## src/rtl/extensor.sv

```systemverilog
// Immediate-extension unit for the decode stage: registers the sign-extended
// branch offset, its byte form, an opcode-selected ALU immediate and the
// zero-extended shift amount of the fetched instruction.
module extensor #(
    parameter int unsigned DATA_WIDTH = 32,
    parameter int unsigned IMM_WIDTH  = 16
) (
    input  logic                  i_clk,
    input  logic                  i_reset,
    input  logic                  i_enable,
    input  logic [DATA_WIDTH-1:0] i_instruccion,
    output logic [DATA_WIDTH-1:0] o_branchoffset,
    output logic [DATA_WIDTH-1:0] o_branchbyteoff,
    output logic [DATA_WIDTH-1:0] o_aluimm,
    output logic [DATA_WIDTH-1:0] o_shamt,
    output logic                  o_zeroext_sel
);

    localparam int unsigned FillWidth = DATA_WIDTH - IMM_WIDTH;

    localparam logic [5:0] OpAndi = 6'h0C;
    localparam logic [5:0] OpOri  = 6'h0D;
    localparam logic [5:0] OpXori = 6'h0E;
    localparam logic [5:0] OpLui  = 6'h0F;

    logic [IMM_WIDTH-1:0]  imm;
    logic [5:0]            op;
    logic                  unused_instr;

    logic [DATA_WIDTH-1:0] branchoffset_d, branchoffset_q;
    logic [DATA_WIDTH-1:0] branchbyteoff_d, branchbyteoff_q;
    logic [DATA_WIDTH-1:0] aluimm_d, aluimm_q;
    logic [DATA_WIDTH-1:0] shamt_d, shamt_q;
    logic                  zeroext_sel_d, zeroext_sel_q;

    assign imm = i_instruccion[IMM_WIDTH-1:0];
    assign op  = i_instruccion[DATA_WIDTH-1 -: 6];

    // Bits between the opcode and the immediate (rs/rt) are not needed here.
    assign unused_instr = ^i_instruccion;

    // Extended forms of the current instruction, ready to be captured.
    always_comb begin
        branchoffset_d  = {{FillWidth{imm[IMM_WIDTH-1]}}, imm};
        // Byte offset drops the top two bits; no saturation.
        branchbyteoff_d = {branchoffset_d[DATA_WIDTH-3:0], 2'b00};
        shamt_d         = {{(DATA_WIDTH - 5){1'b0}}, i_instruccion[10:6]};
        aluimm_d        = branchoffset_d;
        zeroext_sel_d   = 1'b0;
        case (op)
            OpAndi, OpOri, OpXori: begin
                aluimm_d      = {{FillWidth{1'b0}}, imm};
                zeroext_sel_d = 1'b1;
            end
            OpLui: begin
                aluimm_d = {imm, {FillWidth{1'b0}}};
            end
            default: begin
                aluimm_d = branchoffset_d;
            end
        endcase
    end

    // Output registers: clear asynchronously, capture when enabled, else hold.
    always_ff @(posedge i_clk or negedge i_reset) begin
        if (!i_reset) begin
            branchoffset_q  <= '0;
            branchbyteoff_q <= '0;
            aluimm_q        <= '0;
            shamt_q         <= '0;
            zeroext_sel_q   <= 1'b0;
        end else if (i_enable) begin
            branchoffset_q  <= branchoffset_d;
            branchbyteoff_q <= branchbyteoff_d;
            aluimm_q        <= aluimm_d;
            shamt_q         <= shamt_d;
            zeroext_sel_q   <= zeroext_sel_d;
        end
    end

    assign o_branchoffset  = branchoffset_q;
    assign o_branchbyteoff = branchbyteoff_q;
    assign o_aluimm        = aluimm_q;
    assign o_shamt         = shamt_q;
    assign o_zeroext_sel   = zeroext_sel_q;

endmodule

```

## config.mk

```make
export PLATFORM = sky130hd
export DESIGN_NAME = extensor
export DESIGN_NICKNAME = d
export VERILOG_FILES = /design/src/rtl/extensor.sv
export SDC_FILE = /design/constraint.sdc
export NUM_CORES = 1
export LEC_CHECK = 0
export CORE_MARGIN = 2
export CORE_UTILIZATION = 59
export DETAILED_ROUTE_END_ITERATION = 16
export DONT_BUFFER_PORTS = 1
export GPL_TIMING_DRIVEN = 0
export HOLD_SLACK_MARGIN = 0.12
export PLACE_DENSITY_LB_ADDON = 0.15
export SYNTH_ARGS = -nofsm -noshare
export SYNTH_HDL_FRONTEND = slang
export SYNTH_SLANG_ARGS = --single-unit
```

## constraint.sdc

```tcl
create_clock -name i_clk -period 2.65 [get_ports i_clk]
set_clock_uncertainty 0.1 [all_clocks]
set_input_delay 0.53 -clock i_clk [delete_from_list [all_inputs] [get_ports i_clk]]
set_output_delay 0.53 -clock i_clk [all_outputs]
set_load 0.005 [all_outputs]
```

==> impl_metrics.toml <==
[outcome]
outcome = "finished clean"

[setup_path]
cp_slowest_stage_delay_ns = 0.93
worstRegToRegCells = 2
endpoint_kind = "output port"
worstPathRequired_ns = 2.02
crit_slowest_cell = "dfrtp_1"
crit_arrival_ns = 1.47
start_kind = "flop"
critPathKind = "flop to output port"
crit_family = "flip-flops"
crit_cells = 1
crit_chain = "buf_4"
path_buf_inv = 1
crit_fanout = 33

[cells_and_area]
final_area_mm2 = 0.00290
layout_common_cells = "buf_4 (81), dfrtp_1 (49), inv_1 (48), conb_1 (29)"
final_common_cell = "buf_4"
antenna_cells = 0
area_growth_syn_to_layout_pct = 11.9
final_nets = 332
post_route_cells_drive_above_1_share_pct = 36.6

[clocking]
path_clk_slew_ns = 0.09
cts_tree = "yes"
htreeDepth = 2
clock_sinks = 49
cts_root_buf = "clkbuf_8"
cts_setup_buffers = 0
cts_made_buffers = 5
cts_max_path_buffers = 2
clock_latency_ns = 0.30

[job]
cap_violations = 0

[sta]
rsz0062_at_grt = "false"
tightest_slew_ns = 0.891
setup_slack_ns = 0.552
finalHoldViolCount = 0
period_share_pct = 79.2
maxSlewViolCount = 0
finalSetupViolCount = 0
period_minus_slack_ns = 2.10
slew-limit-headroom_pct = 40.6
max_freq_mhz = 477
tns_ns = 0

[die]
die_w_um = 70.2
rows = 24
io_pins = 164
die_y_um = 70.2
dieArea_mm2 = 0.00493
start_util_pct = 60.3
coreArea_mm2 = 0.00429

[placement]
post-place-ws_ns = 0.760
place_hpwl_um = 3620
place_congestion = 0.749
placed_area_mm2 = 0.00276
io_buffers = 0

[routing]
dr_total_vias = 1623
drtIter0Drc = 101
avgRoutedWirePerCell_um = 14.3
antenna_left = 0
firstDrtPassIters = 4
wl_um = 5000
drt-vias-per-instance = 4.64
post-route-drc-count = 0

[grt]
grtUsageTotal_pct = 20.8
grt_max_degree = 50
grt_pass1_wl_um = 8050
grt_pass1_vias = 1540
grt-ovfl-total = 0
antenna_found_initial = 0

[synthesis]
synth-seq-cells = 49
avgSynthCellArea_um2 = 9.96
yosysUniqueCellTypes = 19
syn_area_mm2 = 0.00259
ys_seq_area_share_pct = 47.4
synth_cells = 260
ys_warn_count = 0

[power_and_ir_drop]
p_leak_nw = 1.56
p_per_area_mw_per_mm2 = 574
ir_drop_mv = 0.361

[min_path]
min_path_type = "input pin to flop"
hold_depth = 2
[routing by layer]
layer	up-vias	GRT usage (%)	share of wire (%)	routed length [um]
met5	-	0	0	0
met4	0	3.85	0	0
li1	794	-	-	-
met1	759	29.0	42	2120
met2	70	31.7	49	2430
met3	0	7.36	9.1	454
[final cells by class]
cell class | instances | area, um2
clock inverter | 1 | 5.00
buffer | 91 | 676
multi-input combinational | 100 | 612
inverter | 48 | 180
sequential | 49 | 1230
tap | 52 | 65.1
clock buffer | 7 | 96.3
fill | 355 | 1400
timing repair buffer | 2 | 37.5
[final timing paths]
kind | from | endpoint | slack [ns]
min reg2reg | o_zeroext_sel$_DFFE_PN0P_ | o_zeroext_sel$_DFFE_PN0P_ | 0.45
max reg2reg | o_branchbyteoff[17]$_DFFE_PN0P_ | o_branchbyteoff[17]$_DFFE_PN0P_ | 1.31
min | i_instruccion[5] | o_branchbyteoff[7]$_DFFE_PN0P_ | 0.31
min in group asynchronous | i_reset | o_aluimm[24]$_DFFE_PN0P_ | 0.65
max in group asynchronous | i_reset | o_aluimm[18]$_DFFE_PN0P_ | 1.58
max | o_branchbyteoff[17]$_DFFE_PN0P_ | o_branchoffset[23] | 0.55
[power by group]
part	switching (mW)	internal [mW]
sequential	0.0723	0.816
clock	0.242	0.236
combinational	0.134	0.164
total	0.448	1.22
[logic make-up (layout without fill, tap and decap cells)]
group,after synthesis,count (layout),share of synthesized area [%]
AO/OA/AOI/OAI,49,49,14.9
buffers and inverters,139,149,33.1
flip-flops,49,49,47.4
multiplexers,1,1,0.435
other,1,29,0.145
AND/OR/NAND/NOR,21,21,4.11
[timing repair]
action                    4_1_cts  5_1_grt
gates resized for setup         0        0
hold endpoints to repair       49        0
hold buffers                    2        0
[registers in the layout, summed over array words and instances (netlist names)]
register / cells
o_aluimm: 32
o_branchbyteoff: 12
o_shamt: 4
o_zeroext_sel: 1
[per-stage QoR]
stage	util, %	hold WS [ns]	cells	power [mW]
3_5_place_dp	64.2	0.135	340	1.18
4_1_cts	67.5	0.304	350	1.67
6_report	67.5	0.307	350	1.66
5_1_grt	67.5	0.311	350	1.76
2_1_floorplan	-	0.134	288	1.13
3_3_place_gp	64.2	0.135	340	1.18
[cell usage after synthesis]
library cell	count	area, um2
a21oi_1	1	5.00
buf_12	1	20.0
buf_2	5	25.0
buf_4	81	608
buf_6	1	11.3
clkbuf_1	3	11.3
conb_1	1	3.75
dfrtp_1	49	1230
inv_1	48	180
mux2_2	1	11.3
nand2_1	17	63.8
nand3_1	1	5.00
nand4bb_4	1	27.5
nor2_1	1	3.75
o21ai_0	16	80.1
o221ai_1	5	43.8
o221ai_2	10	150
o22ai_1	17	106
or2_1	1	6.26
Note: power is estimated with default switching activity, not from simulation.
